<file path="config.mk">
export PLATFORM = sky130hd
export DESIGN_NAME = mem_port_arbiter
export DESIGN_NICKNAME = d
export VERILOG_FILES = /design/src/rtl/mem_port_arbiter_pkg.sv /design/src/rtl/mem_arb_pick.sv /design/src/rtl/mem_port_arbiter.sv
export SDC_FILE = /design/constraint.sdc
export NUM_CORES = 1
export LEC_CHECK = 0
export BUFFER_PORTS_ARGS = -buffer_cell sky130_fd_sc_hd__buf_4
export CORE_AREA = 3 3 124 126
export CTS_CLUSTER_SIZE = 8
export DETAILED_ROUTE_END_ITERATION = 8
export DIE_AREA = 0 0 127 129
export PLACE_DENSITY_LB_ADDON = 0.08
export SETUP_SLACK_MARGIN = 0.4
export SYNTH_ARGS = -nofsm -noshare
export SYNTH_HDL_FRONTEND = slang
export SYNTH_SLANG_ARGS = --single-unit
</file>
<file path="constraint.sdc">
create_clock -name clk -period 2.5 [get_ports clk]
set_input_delay 0.25 -clock clk [delete_from_list [all_inputs] [get_ports clk]]
set_output_delay 0.25 -clock clk [all_outputs]
set_load 0.005 [all_outputs]
</file>
<file path="src/rtl/mem_port_arbiter_pkg.sv">
// Shared constants and types for the IF/LS memory port arbiter.
// Holds the exception width, memory width codes and the arbiter state encodings.
package mem_port_arbiter_pkg;

    localparam int EXCEPTION_LEN = 4;

    localparam logic [1:0] MEM_WIDTH_BYTE = 2'd0;
    localparam logic [1:0] MEM_WIDTH_HALF = 2'd1;
    localparam logic [1:0] MEM_WIDTH_WORD = 2'd2;

    localparam logic [1:0] ARB_IDLE     = 2'd0;
    localparam logic [1:0] ARB_GRANT_IF = 2'd1;
    localparam logic [1:0] ARB_GRANT_LS = 2'd2;

    typedef struct packed {
        logic gnt_if;
        logic gnt_ls;
    } arb_grant_t;

    typedef struct packed {
        logic [31:0] addr;
        logic [31:0] data;
        logic [1:0]  width;
        logic        is_read;
        logic        access;
    } mem_req_t;

    // Map a one-hot grant onto the FSM state it leads to from IDLE.
    function automatic logic [1:0] grant_to_state(input arb_grant_t g);
        logic [1:0] s;
        s = ARB_IDLE;
        if (g.gnt_ls) begin
            s = ARB_GRANT_LS;
        end else if (g.gnt_if) begin
            s = ARB_GRANT_IF;
        end
        return s;
    endfunction

endpackage

</file>
<file path="src/rtl/mem_arb_pick.sv">
// Combinational grant selection for the memory port arbiter.
// MEM_ARB_ROUND_ROBIN_EN selects alternating tie-break; otherwise LS beats IF.
module mem_arb_pick
    import mem_port_arbiter_pkg::*;
(
    input  logic       if_req,
    input  logic       ls_req,
    input  logic       last_ls,
    output arb_grant_t grant
);

`ifdef MEM_ARB_ROUND_ROBIN_EN
    // On a tie, hand the port to whoever did not have it last time.
    always_comb begin
        grant = '0;
        if (if_req && ls_req) begin
            grant.gnt_if = last_ls;
            grant.gnt_ls = !last_ls;
        end else begin
            grant.gnt_if = if_req;
            grant.gnt_ls = ls_req;
        end
    end
`else
    logic unused_last_ls;
    assign unused_last_ls = last_ls;

    // The backend may be stalled on a pending load/store, so it always wins.
    always_comb begin
        grant        = '0;
        grant.gnt_ls = ls_req;
        grant.gnt_if = if_req && !ls_req;
    end
`endif

endmodule

</file>
<file path="src/rtl/mem_port_arbiter.sv">
// Shares the single memory port between instruction fetch (IF) and load/store (LS).
// Optional round-robin tie-break under MEM_ARB_ROUND_ROBIN_EN; default is fixed LS priority.
//
// Handshake: a requester holds access high until it sees a one-cycle accessOK;
// dropping access before accessOK cancels the request. Only the granted side
// ever sees accessOK/data/exception; the other side reads zeros.
module mem_port_arbiter
    import mem_port_arbiter_pkg::*;
(
    input  logic                     clk,
    input  logic                     rst,

    input  logic [31:0]              ifAddr_In,
    input  logic [31:0]              ifData_In,
    input  logic [1:0]               ifWidth_In,
    input  logic                     ifIsRead_In,
    input  logic                     ifAccess_In,
    output logic                     ifAccessOK_Out,
    output logic [31:0]              ifData_Out,
    output logic [EXCEPTION_LEN-1:0] ifException_Out,

    input  logic [31:0]              lsAddr_In,
    input  logic [31:0]              lsData_In,
    input  logic [1:0]               lsWidth_In,
    input  logic                     lsIsRead_In,
    input  logic                     lsAccess_In,
    output logic                     lsAccessOK_Out,
    output logic [31:0]              lsData_Out,
    output logic [EXCEPTION_LEN-1:0] lsException_Out,

    output logic [31:0]              memAddr_Out,
    output logic [31:0]              memData_Out,
    output logic [1:0]               memDataWidth_Out,
    output logic                     memIsRead_Out,
    output logic                     memAccess_Out,
    input  logic                     memAccessOK_In,
    input  logic [31:0]              memData_In,
    input  logic [EXCEPTION_LEN-1:0] memException_In,

    output logic                     grantIF_Out,
    output logic                     grantLS_Out,
    output logic [1:0]               state_dbg
);

    logic [1:0] state;
    logic [1:0] state_next;
    logic       last_ls;
    arb_grant_t pick_grant;

    mem_arb_pick u_pick (
        .if_req  (ifAccess_In),
        .ls_req  (lsAccess_In),
        .last_ls (last_ls),
        .grant   (pick_grant)
    );

    always_comb begin
        state_next = state;
        case (state)
            ARB_IDLE:     state_next = grant_to_state(pick_grant);
            ARB_GRANT_IF: if (memAccessOK_In || !ifAccess_In) state_next = ARB_IDLE;
            ARB_GRANT_LS: if (memAccessOK_In || !lsAccess_In) state_next = ARB_IDLE;
            default:      state_next = ARB_IDLE;
        endcase
    end

    always_ff @(posedge clk) begin
        if (rst) begin
            state <= ARB_IDLE;
        end else begin
            state <= state_next;
        end
    end

`ifdef MEM_ARB_ROUND_ROBIN_EN
    // Resetting to LS means IF takes the first tie after reset.
    always_ff @(posedge clk) begin
        if (rst) begin
            last_ls <= 1'b1;
        end else if (state == ARB_IDLE && state_next != ARB_IDLE) begin
            last_ls <= (state_next == ARB_GRANT_LS);
        end
    end
`else
    assign last_ls = 1'b1;
`endif

    assign grantIF_Out = (state == ARB_GRANT_IF);
    assign grantLS_Out = (state == ARB_GRANT_LS);
    assign state_dbg   = state;

    // Request path: the granted side's signals pass through unaltered.
    mem_req_t if_req_bus;
    mem_req_t ls_req_bus;
    mem_req_t mem_req;

    assign if_req_bus = '{addr: ifAddr_In, data: ifData_In, width: ifWidth_In,
                          is_read: ifIsRead_In, access: ifAccess_In};
    assign ls_req_bus = '{addr: lsAddr_In, data: lsData_In, width: lsWidth_In,
                          is_read: lsIsRead_In, access: lsAccess_In};

    always_comb begin
        mem_req = '0;
        if (grantIF_Out) begin
            mem_req = if_req_bus;
        end else if (grantLS_Out) begin
            mem_req = ls_req_bus;
        end
    end

    assign memAddr_Out      = mem_req.addr;
    assign memData_Out      = mem_req.data;
    assign memDataWidth_Out = mem_req.width;
    assign memIsRead_Out    = mem_req.is_read;
    assign memAccess_Out    = mem_req.access;

    // Response path is blanked while rst is high so an in-flight OK is dropped.
    logic resp_if;
    logic resp_ls;

    assign resp_if = grantIF_Out && !rst;
    assign resp_ls = grantLS_Out && !rst;

    assign ifAccessOK_Out  = resp_if && memAccessOK_In;
    assign ifData_Out      = resp_if ? memData_In : 32'd0;
    assign ifException_Out = resp_if ? memException_In : '0;

    assign lsAccessOK_Out  = resp_ls && memAccessOK_In;
    assign lsData_Out      = resp_ls ? memData_In : 32'd0;
    assign lsException_Out = resp_ls ? memException_In : '0;

endmodule
</file>
* Word-level counts from Yosys, hierarchy flattened
Cells that the tools add are included.
Storage, ports and cells: register bits after elaboration 2, input bits 175, output and inout port bits 146
Cells by class: equality and inequality tests 4, mux-type cells 11, reduce and logical (&&, ||, !) cells 12
Operators by type and width (count):
- 68-bit two-way mux | 2
- 32-bit two-way mux | 2
- 4-bit two-way mux | 2
- 2-bit two-way mux | 3
- 2-bit one-hot mux with 3 select lines | 1
- 1-bit logical AND | 5
- 2-bit by 1-bit != test with 1-bit output, second input constant | 2
- 1-bit zero test | 3
- 2-bit by 1-bit == test with 1-bit output, second input constant | 1
- 2-bit == test, second input constant | 1
- 2-bit zero test | 1
- 1-bit logical OR | 2
- 2-bit AND reduction | 1
- 1-bit two-way mux | 1

* Logic depth before layout (Yosys ltp)
Gate-level depths: netlist (run 1).
depth after elaboration 5, gate-level depth with buffers 5

* Hierarchy
A second synthesis (run 1) with hierarchy kept.
Unflattened totals: cells, all modules 179, area, all modules 1390.1 um^2
By module, submodules not included:
- mem_port_arbiter | times used 1, cells an instance 177, area an instance 1368.8 um^2
- mem_arb_pick | times used 1, cells an instance 2, area an instance 21.3 um^2

* Worst setup path after synthesis (run 1)
No wires, ideal clock.
path type reg2out, start point reg state[1], in the netlist state_dbg[1], end point out memAddr_Out[13], data arrival time 1.106 ns, data required time 2.250 ns, slack 1.144 ns, cell stages (with the launch flop) 6, buffers on the path 2, cells stage by stage dfxtp_1 > nand2b_1 > inv_2 > buf_2 > buf_6 > a22o_1
On the way: word-level cells in the longest chain between the ends 3, elaborated cells between the ends (all ways) 4, classes of those cells eq/ne: 2; mux: 2
RTL lines:
- start, declared | line mem_port_arbiter.sv:45 | logic [1:0] state;
- start signal, assigned | line mem_port_arbiter.sv:71 | state <= state_next;
- 2-bit == test | line mem_port_arbiter.sv:89 | assign grantLS_Out = (state == ARB_GRANT_LS);
- 68-bit two-way mux | line mem_port_arbiter.sv:106 | end else if (grantLS_Out) begin
- 68-bit two-way mux * | line mem_port_arbiter.sv:104 | if (grantIF_Out) begin
- end, declared | line mem_port_arbiter.sv:31 | output logic [31:0] memAddr_Out,
Every way passes the cells marked *; elsewhere a longest branch is shown, timed or not.

* Worst setup path after layout (run 1)
start point reg state[0], in the netlist state_dbg[0], end point out memData_Out[20]
On the way: word-level cells in the longest chain between the ends 3, elaborated cells between the ends (all ways) 4, classes of those cells eq/ne: 2; mux: 2
RTL lines:
- 2-bit == test | line mem_port_arbiter.sv:89
- 68-bit two-way mux | line mem_port_arbiter.sv:106
- 68-bit two-way mux * | line mem_port_arbiter.sv:104
- end, declared | line mem_port_arbiter.sv:32 | output logic [31:0] memData_Out,
Marks and branches as above.

==> impl_results.md, run 1 <==
* Fmax at approximately 520 MHz
* First-pass GRT wire length at between 15 and 20 mm
* Most common cell after layout, fill and taps aside: buf_4
* Total negative setup slack at 0 ns
* Syn_area_per_cell at roughly 6 um^2
* Synth cell types at 13
* Filler cells at approximately 1.6k
* Die height at between 100 and 150 um
* Slew Viols, Final at 0
* Nets at slightly below 700
* Synth top area cells: a22o_1 (44%), nor2_1 (21%), nand2b_1 (19%), buf_2 (5.7%), dfxtp_1 (3.0%)
* # rows at 44
* Via count at between 2k and 3k
* Leak Pwr at 0.00215 uW
* Cells after Synth at ~220
* Power density over cell area at roughly 210 nW/um^2
* Clock transition at path regs at approximately 0.030 ns
* Vias in the first global route at 2723
* CP Max Fanout at 52
* Core Box Area at between 10000 and 15000 um^2
* CTS sink cnt at 2
* Worst Tran Pin Value at ~0.4 ns
* Detailed placer's ending HPWL at roughly 9.5 mm
* Antenna violations before repair at 0
* Post-CTS Setup Repair Bufs at 0
* Peak VDD IR at 0.161 mV
* Max-cap violations at 0
* Area grow syn2layout at 200%
* Post-place instance area at 3880 um^2
* Post-Syn Nets at around 400
* Synth area leader: a22o_1
* Die Wd at between 100 and 150 um
* Hold buffers post-CTS at 0
* I/O pin cnt at ~320
* Crit. End Element: output port
* Total track usage at 0.117
* Post-Route Skew at 0.00254 ns
* CTS Buffer Depth at 2
* Port Buf Inserts at 320
* Seq/Total Area, Yosys at 0.0303
* Hold Vio Cnt, Final at 0
* Most frequent cells in the layout: buf_4 (322), nor2_1 (74), a22o_1 (67)
* First drt pass iteration count at 4
* Layout cell share with drive strength beyond 1 at 0.636
* Post-synth top area share at 0.444
* Critical Path AT at between 1.5 and 2 ns
* Root Driver: clkbuf_16
* CTS tree: done
* Kind of critical path: reg2out
* Final wirelength at 11.1 mm
* # DRC at 0
* Critical Path Start Type: register
* Later-pin clock latency in the skew report at approximately 0.22 ns
* Unrepaired setup endpoints after global routing: false
* Yosys reg bits at 2
* DR iter-0 viols at 54
* Status: finished, final reports clean
* Relative slew slack at 0.734
* Synth Warn # at 0
* Worst path required time at about 2.3 ns
* Via/cell ratio at 3.97
* Routability congestion estimate at slightly below 0.8
* Total congestion overflow at 0
* Max FFs per register at 2
* Die Area at ~16000 um^2
* Tcrit/Tclk final at 0.770
* Largest net degree at the start of global routing at 69
* Design area at slightly below 4000 um^2
* Post-CTS Resized at 0
* Total CTS buffers at 3
* Syn Std Cell Area at around 1300 um^2
* Average wire per standard cell at ~16 um
* Min-Delay Path Class: in2reg
* Final Setup Violations at 0
* Diodes inserted at 0
* Starting Density at 0.0916
* Crit path time final at 1.93 ns
* H-tree Lvls at 1
* Routed Antenna Nets at 0
## area by class of cell
cell class | instances | area, um^2 | area share
clock buffer | 3 | 75.1 | 0.0190
inverter | 3 | 11.3 | 0.00284
sequential | 2 | 40.0 | 0.0101
timing repair buffer | 324 | 2460 | 0.621
multi-input combinational | 185 | 1150 | 0.289
tap | 184 | 230 | 0.0581
## path summary, 6_finish.rpt
| kind | startpoint | end | slack, ns | depth (start not counted) |
|---|---|---|---|---|
| max | state_dbg[0] | memData_Out[20] | 0.57 | 5 |
| min reg2reg | state_dbg[1] | state_dbg[1] | 0.54 | 1 |
| min | memAccessOK_In | state_dbg[1] | 0.25 | 2 |
| max reg2reg | state_dbg[0] | state_dbg[1] | 1.68 | 2 |
## power breakdown
| part | switching [uW] | leakage, uW | internal, uW |
|---|---|---|---|
| Clock | 35.5 | 0.0000370 | 203 |
| Combinational | 207 | 0.00210 | 361 |
| Sequential | 2.16 | 0.0000165 | 34.0 |
## worst max-delay path: stages (launching register included)
cell      delay [ns]
dfxtp_1         0.33
nand2b_1        0.17
inv_2           0.28
buf_12          0.28
a22o_1          0.25
buf_4           0.14
## cell usage after synthesis
master     instances
a211oi_1           1
a21oi_1            1
a22o_1            67
and4b_1            1
buf_2             15
buf_6              1
clkbuf_1          10
dfxtp_1            2
inv_1              1
inv_2              2
nand2b_1          40
nor2_1            74
o2bb2ai_1          1
## layer usage
layer | share of wire | routed length [um] | track usage
met2 | 0.57 | 6300 | 0.242
met1 | 0.30 | 3360 | 0.111
met3 | 0.12 | 1360 | 0.0457
met5 | 0 | 0 | 0
met4 | 0.0024 | 27 | 0.0101
## per-stage QoR
step	worst slack, ns	utilization	power, uW	hold WS [ns]	cells
after global placement	0.773	0.269	618	0.483	698
after floorplan	1.14	-	216	0.351	216
final	0.575	0.275	844	0.248	701
after global routing	0.469	0.275	903	0.261	701
after CTS	0.528	0.275	863	0.250	701
after detailed placement	0.766	0.269	619	0.479	698
## cells by family (layout without fill, tap and decap cells)
kind of cell / count (synthesis) / count (layout) / share of synthesized area
buf+inv: 29 / 330 / 0.102
flops: 2 / 2 / 0.0303
compound gates: 70 / 70 / 0.460
simple gates: 115 / 115 / 0.407
Power figures use the tool's default switching activity.
==> run 2, diff against run 1 <==
--- a/config.mk
+++ b/config.mk
@@ -5,11 +5,12 @@
 export SDC_FILE = /design/constraint.sdc
 export NUM_CORES = 1
 export LEC_CHECK = 0
+export ABC_AREA = 1
 export BUFFER_PORTS_ARGS = -buffer_cell sky130_fd_sc_hd__buf_4
-export CORE_AREA = 3 3 124 126
+export CORE_AREA = 3 3 125 127
 export CTS_CLUSTER_SIZE = 8
 export DETAILED_ROUTE_END_ITERATION = 8
-export DIE_AREA = 0 0 127 129
+export DIE_AREA = 0 0 128 130
 export PLACE_DENSITY_LB_ADDON = 0.08
 export SETUP_SLACK_MARGIN = 0.4
 export SYNTH_ARGS = -nofsm -noshare
==> constraint.sdc (replaced) <==
create_clock -name clk -period 1.7 [get_ports clk]
set_input_delay 0.17 -clock clk [delete_from_list [all_inputs] [get_ports clk]]
set_output_delay 0.17 -clock clk [all_outputs]
set_load 0.005 [all_outputs]
==> run 2 against run 1 <==
  * Setup slack lost 0.43 ns
  * Synthesized area up 6.8%
  * Combinational power up 86%
  * First-iteration DRC count is 83% higher
  * Sequential share of layout area shrank 0.070 points
  * Clock power is 49% higher
  * Final cell count increased by 24%
  * Critical path type unchanged
  * Critical endpoint is now ifData_Out[5]
==> impl_results.md, run 2 <==
* Area grow syn2layout at 258%
* Worst R2R Setup Slack at 0.53 ns (-1.15 ns)
* Leak Pwr at 0.00313 uW (+46%)
* Seq pwr share at 0.036 (-0.007)
* Largest family of logic cells by synthesized area: simple AND/OR/NAND/NOR gates
* Core Box Area at 14500 um^2 (+0.76%)
* Most Crowded Layer GR: met2
* Post-place instance area at 4000 um^2 (+3.0%)
* First drt pass iteration count at 4 (unchanged)
* Routability congestion estimate at 0.779 (+0.58%)
* Tcrit/Tclk final at 0.913
* Total track usage at 0.132 (+0.0150)
* Cells on worst reg2reg path at 6 (+4)
* Syn_area_per_cell at 4.00 um^2 (-35%)
* CP Max Fanout at 37 (-29%)
* Worst path most repeated cell: buf_4
* Die Wd at 128 um (+0.79%)
* Non-Filler Instances at 870 (+24%)
* Layout cell share with drive strength beyond 1 at 0.628 (-0.00808)
* Max FFs per register at 2 (unchanged)
* Sw Share at 0.323 (+0.0321)
* Internal power at 994 uW (+66%)
* Largest net degree at the start of global routing at 48 (-30%)
* Most frequent cells in the layout: buf_4 (298), nand2_1 (148), nor2_1 (65)
* Min-Delay Path Class: in2reg
* Hold EP: state_dbg[0]
* Total CTS buffers at 3 (unchanged)
* Slew Viols, Final at 0 (unchanged)
* Design area at 5050 um^2 (+28%)
* Hold buffers post-CTS at 0 (unchanged)
* Synth Warn # at 0 (unchanged)
* Average wire per standard cell at 15.3 um (-3.2%)
* Final wirelength at 13.3 mm (+20%)
* Die height at 130 um (+0.78%)
* CTS Buffer Depth at 2 (unchanged)
* Most frequent cell after synthesis: nand2_1
* CTS tree: done
* Crit path time final at between 1.5 and 2 ns
* H-tree Lvls at 1 (unchanged)
* # DRC at 0 (unchanged)
* Synth area leader: nand2_1
* Comb power frac at 0.721 (+0.047)
* Cells along the critical path: inv_4, nor2_4, buf_4, nand2_2, buf_12, nor2_1, buf_4
* Unrepaired setup endpoints after global routing: true
* Diodes inserted at 0 (unchanged)
* Critical R2R Capture: state_dbg[0]
* Cells after Synth at 353 (+63%)
* Worst hold path startpoint: rst
* Most common cell after layout, fill and taps aside: buf_4
* Crit. End Element: output port
* Commonest register cell after synthesis: dfxtp_1
* Seq/Total Area, Yosys at 0.0284 (-0.00193)
* DR iter-0 viols at 99 (+83%)
* Worst Tran Pin Value at 0.208 ns (-0.191 ns)
* Fmax at approximately 640 MHz
* Hold Vio Cnt, Final at 0 (unchanged)
* Simple-gate portion of the synthesized area at 0.781 (+0.374)
* Buffers & Inverters on Critical Path at 4 (+1)
* Post-synth top cells: nand2_1 (206), nor2_1 (77), inv_1 (39)
* Power density over cell area at 290 nW/um^2 (+36%)
* Critical Path Start Type: register
* Root Driver: clkbuf_16
* Later-pin clock latency in the skew report at 0.22 ns (about the same)
* Worst Hold Depth at 2 (unchanged)
* Clock Power Share at 0.242 (-0.041)
* Placed Instances at 842 (+21%)
* Die Area at 16600 um^2 (+1.6%)
* Max-cap violations at 0 (unchanged)
* Relative slew slack at 0.862 (+0.127)
* Vias in the first global route at 3184 (+17%)
* Antenna violations before repair at 0 (unchanged)
* Post-Syn Nets at 528 (+35%)
* Total negative setup slack at 0 ns (unchanged)
* P_sw at 473 uW (+93%)
* Nets at 863 (+24%)
* Post-synthesis mux area share at 0 (unchanged)
* Crit-path max cell delay at 0.37 ns (+0.04 ns)
* CP delay by family, top: buffers and inverters
* Syn Std Cell Area at 1410 um^2 (+6.8%)
* Slowest CP cell: dfxtp_4
* Port Buf Inserts at 320 (unchanged)
* Peak VDD IR at 0.226 mV (+41%)
* Synth Area in Compound Gates at 0.00709 (-0.453)
* Kind of critical path: reg2out
* Reg2Reg Launch Point: state_dbg[0]
* EDFF count, synth at 0 (unchanged)
* Synth cell types at 11 (-2)
* I/O pin cnt at 321 (unchanged)
* Routed Antenna Nets at 0 (unchanged)
* Starting Density at 0.0971 (+0.00550)
* Adder-Cell Fraction of Synth Area at 0 (unchanged)
* Async S/R FF share, synth at 0 (unchanged)
* Synth top area cells: nand2_1 (55%), nor2_1 (20%), inv_1 (10%), buf_2 (6.4%), dfxtp_1 (2.8%)
* Clock transition at path regs at 0.03 ns (about the same)
* Total congestion overflow at 0 (unchanged)
* Worst path required time at 1.53 ns (-0.72 ns)
* M2 GR Usage at 0.273 (+0.0314)
* Yosys reg bits at 2 (unchanged)
* Detailed placer's ending HPWL at 8.72 mm (-8.5%)
* Post-synth top area share at 0.548 (+0.104)
* XOR/XNOR Fraction of Synth Area at 0 (unchanged)
* Grt met1 use at 0.131 (+0.0204)
* Post-Route Skew at 0.000330 ns (-0.00221 ns)
* Status: finished, final reports clean
* # rows at 44 (unchanged)
* Via/cell ratio at 3.84 (-3.3%)
* GR Util met3 at 0.0336 (-0.0121)
* Via count at 3341 (+20%)
* Critical Path AT at 1.38 ns (-0.30 ns)
* First-pass GRT wire length at 16.8 mm (+11%)
* CTS sink cnt at 2 (unchanged)
* Final Setup Violations at 0 (unchanged)
* Filler cells at 1558 (-4.0%)
[run 2: changes by cell type after synthesis, moves of 2 or more]
cell,previous run,this run
clkbuf_1,10,0
inv_1,1,39
buf_2,15,18
nor2_4,0,2
nand2_2,0,2
nor2_1,74,77
a22o_1,67,0
nand2b_1,40,0
buf_4,0,2
nand2_1,0,206
[run 2: repair_timing]
action,in CTS,in global routing
gates cloned,9,6
setup endpoints to repair,144,144
hold endpoints to repair,0,0
buffers inserted,9,1
resized for setup,42,107
pin swaps,4,28
[run 2: final cells by class]
class / instances / area [um^2] / share of cell area
clock buffer: 3 / 75.1 / 0.0149
inverter: 41 / 156 / 0.0309
multi-input combinational: 290 / 1410 / 0.279
sequential: 2 / 47.5 / 0.00941
tap: 184 / 230 / 0.0455
timing repair buffer: 350 / 3130 / 0.620
[run 2: metal layers]
metal | share of wire | wire length [um]
met1 | 0.33 | 4440
met2 | 0.57 | 7560
met3 | 0.090 | 1190
met4 | 0.0059 | 78
met5 | 0 | 0
[run 2: power by group through the flow]
stage / registers [uW] / clock network [uW] / logic [uW]
floorplan: 55.0 / 0 / 219
global placement: 54.9 / 0 / 791
detailed placement: 55.3 / 0 / 793
CTS: 53.6 / 359 / 939
global route: 54.0 / 366 / 1150
finish: 53.5 / 356 / 1060
[run 2: kinds of logic (layout without fill, tap and decap cells)]
kind of cell | count (synthesis) | in the layout
simple gates | 288 | 288
buf+inv | 61 | 394
compound gates | 2 | 2
flops | 2 | 2
[run 2: how the worst max path moves through the flow]
stage,slack [ns],endpoint,start,cells past startpoint
after CTS,0.15,ifData_Out[14],state_dbg[0],7
after global routing,0.08,ifData_Out[13],state_dbg[0],7
final,0.15,ifData_Out[5],state_dbg[0],7
after detailed placement,0.18,lsException_Out[0],state_dbg[1],6
after floorplan,0.49,memAddr_Out[12],state_dbg[1],6
after global placement,0.19,lsException_Out[0],state_dbg[1],6
[run 2: through the flow]
step	power [uW]	hold slack (ns)	setup slack (ns)	utilization
final	1470	0.112	0.147	0.348
after global routing	1570	0.124	0.0784	0.348
after CTS	1350	0.116	0.146	0.312
after detailed placement	848	0.354	0.179	0.275
after global placement	846	0.350	0.193	0.275
after floorplan	274	0.239	0.491	-
==> run 3, diff against run 2 <==
--- a/config.mk
+++ b/config.mk
@@ -7,10 +7,10 @@
 export LEC_CHECK = 0
 export ABC_AREA = 1
 export BUFFER_PORTS_ARGS = -buffer_cell sky130_fd_sc_hd__buf_4
-export CORE_AREA = 3 3 125 127
+export CORE_AREA = 3 3 124 126
 export CTS_CLUSTER_SIZE = 8
 export DETAILED_ROUTE_END_ITERATION = 8
-export DIE_AREA = 0 0 128 130
+export DIE_AREA = 0 0 127 129
 export PLACE_DENSITY_LB_ADDON = 0.08
 export SETUP_SLACK_MARGIN = 0.4
 export SYNTH_ARGS = -nofsm -noshare
==> constraint.sdc (replaced) <==
create_clock -name clk -period 1.65 [get_ports clk]
set_input_delay 0.165 -clock clk [delete_from_list [all_inputs] [get_ports clk]]
set_output_delay 0.165 -clock clk [all_outputs]
set_load 0.005 [all_outputs]
==> run 3 against run 2 <==
  * Global-route usage down 1.5 points
  * Final cell count down 0.23%
  * Critical endpoint is now memData_Out[24]
  * Routed wire length down 7.6%
  * Die area down 1.5%
  * Critical path depth unchanged
  * Worst hold slack worse by 0.0093 ns
  * First-iteration DRC count up 16%
  * Largest power group unchanged
  * Setup slack worse by 0.0075 ns
  * Design area down 2.7%
==> impl_results.md, run 3 (synthesized netlist as in run 2, its figures left out) <==
* Status: finished, final reports clean
* Diodes inserted at 0 (unchanged)
* First-pass GRT wire length at 15.3 mm (-8.7%)
* Vias in the first global route at 3005 (-5.6%)
* Final wirelength at 12.3 mm (-7.6%)
* Core Box Area at 14400 um^2 (-0.76%)
* Routed Antenna Nets at 0 (unchanged)
* Critical Path AT at 1.35 ns (-0.03 ns)
* # DRC at 0 (unchanged)
* DR iter-0 viols at 115 (+16%)
* Min-Delay Path Class: in2reg
* Hold Vio Cnt, Final at 0 (unchanged)
* Clock transition at path regs at 0.03 ns (about the same)
* Crit-path max cell delay at 0.37 ns (about the same)
* Place WS at 0.217 ns (+0.0382 ns)
* Detailed placer's ending HPWL at 8.76 mm (+0.44%)
* Filler cells at 1585 (+1.7%)
* First drt pass iteration count at 4 (unchanged)
* Routability congestion estimate at 0.798 (+2.4%)
* Slew Viols, Final at 0 (unchanged)
* Leak Pwr at 0.00305 uW (-2.5%)
* Crit. Startpoint: state_dbg[0]
* Final Setup Violations at 0 (unchanged)
* Port Buf Inserts at 320 (unchanged)
* Die height at 129 um (-0.77%)
* Total congestion overflow at 0 (unchanged)
* CTS Buffer Depth at 2 (unchanged)
* Worst R2R Setup Slack at 0.45 ns (-0.08 ns)
* Crit path to: memData_Out[24]
* Largest net degree at the start of global routing at 44 (-8.3%)
* Nets at 861 (-0.23%)
* CP Max Fanout at 6 (-84%)
* Critical Path Start Type: register
* Slowest CP cell: dfxtp_4
* Relative slew slack at 0.859 (-0.00265)
* Worst path required time at 1.48 ns (-0.05 ns)
* Cells on worst reg2reg path at 7 (+1)
* Fmax at roughly 660 MHz
* Average wire per standard cell at 14.1 um (-7.4%)
* Most common cell after layout, fill and taps aside: buf_4
* Starting Density at 0.0978 (+0.000741)
* Max FFs per register at 2 (unchanged)
* Cell count along the critical path at 7 (unchanged)
* Total CTS buffers at 3 (unchanged)
* Die Area at 16400 um^2 (-1.5%)
* Cells along the critical path: inv_4, nor2_4, buf_6, clkbuf_16, nand2_1, nand2_1, buf_4
* Die Wd at 127 um (-0.78%)
* Total negative setup slack at 0 ns (unchanged)
* Layout cell share with drive strength beyond 1 at 0.637 (+0.00915)
* Area grow syn2layout at 248%
* Total track usage at 0.116 (-0.0154)
* Peak VDD IR at 0.324 mV (+43%)
* Later-pin clock latency in the skew report at 0.22 ns (about the same)
* Most frequent cells in the layout: buf_4 (299), nand2_1 (143), nor2_1 (63)
* Tot Pwr at 1450 uW (-1.0%)
* Critical R2R Capture: state_dbg[0]
* Power density over cell area at 295 nW/um^2 (+1.7%)
* Worst Setup Slack, final at 0.140 ns (-0.00754 ns)
* Root Driver: clkbuf_16
* Max-cap violations at 0 (unchanged)
* I/O pin cnt at 321 (unchanged)
* CTS sink cnt at 2 (unchanged)
* Crit. End Element: output port
* Antenna violations before repair at 0 (unchanged)
* Reg2Reg Launch Point: state_dbg[0]
* Hold buffers post-CTS at 0 (unchanged)
* Worst Tran Pin Value at 0.212 ns (+0.00398 ns)
* Worst path most repeated cell: nand2_1
* Tcrit/Tclk final at 0.915
* CTS tree: done
* Via/cell ratio at 3.74 (-2.6%)
* Kind of critical path: reg2out
* Buffers & Inverters on Critical Path at 4 (unchanged)
* # rows at 44 (unchanged)
* H-tree Lvls at 1 (unchanged)
* CP delay by family, top: buffers and inverters
* Crit path time final at about 1.5 ns
* Post-Route Skew at 0.00146 ns (+0.00113 ns)
* Via count at 3248 (-2.8%)
* Unrepaired setup endpoints after global routing: true
## run 3: changes by cell type in the layout (fill, tap and decap cells not counted), sizes merged
cell / delta
buf: -5
clkbuf: +3
## run 3: repair_timing
action,4_1_cts,5_1_grt
endpoints found under the setup margin,145,144
cloned,2,12
buffers inserted,4,4
pin swaps,1,23
endpoints found under the hold margin,0,0
gates resized for setup,18,124
## run 3: per-layer routing
layer / track usage / up-vias / part of all wire
li1: - / 1673 / -
met1: 0.117 / 1419 / 0.36
met2: 0.242 / 154 / 0.55
met3: 0.0386 / 2 / 0.086
met4: 0.00315 / 0 / 0.0034
met5: 0 / - / 0
## run 3: layout make-up
cell class	instances	area, um^2	share of cell area
well taps	184	230	0.0468
repair buffers	348	3010	0.612
flip-flops and latches	2	47.5	0.00967
multi-input cells	290	1400	0.285
inverters	41	156	0.0318
clock buffers	3	75.1	0.0153
## run 3: per-stage QoR
stage / area [um^2] / cells / hold slack [ns] / util
after floorplan: 1410 / 353 / 0.234 / -
after global placement: 4020 / 843 / 0.339 / 0.279
after detailed placement: 4020 / 843 / 0.336 / 0.279
after CTS: 4230 / 852 / 0.0989 / 0.294
after global routing: 4920 / 868 / 0.104 / 0.341
final: 4920 / 868 / 0.103 / 0.341
## run 3: how the worst min path moves through the flow
stage               start           end  slack (ns)  depth (start not counted)
global route          rst  state_dbg[0]        0.10                          2
finish                rst  state_dbg[0]        0.10                          2
floorplan             rst  state_dbg[0]        0.23                          1
global placement      rst  state_dbg[0]        0.34                          2
detailed placement    rst  state_dbg[0]        0.34                          2
CTS                   rst  state_dbg[0]         0.1                          2
## run 3: power breakdown
part | leakage (uW) | internal [uW] | switching (uW)
Clock | 0.0000370 | 308 | 52.6
Sequential | 0.0000178 | 50.3 | 4.69
Combinational | 0.00299 | 633 | 404
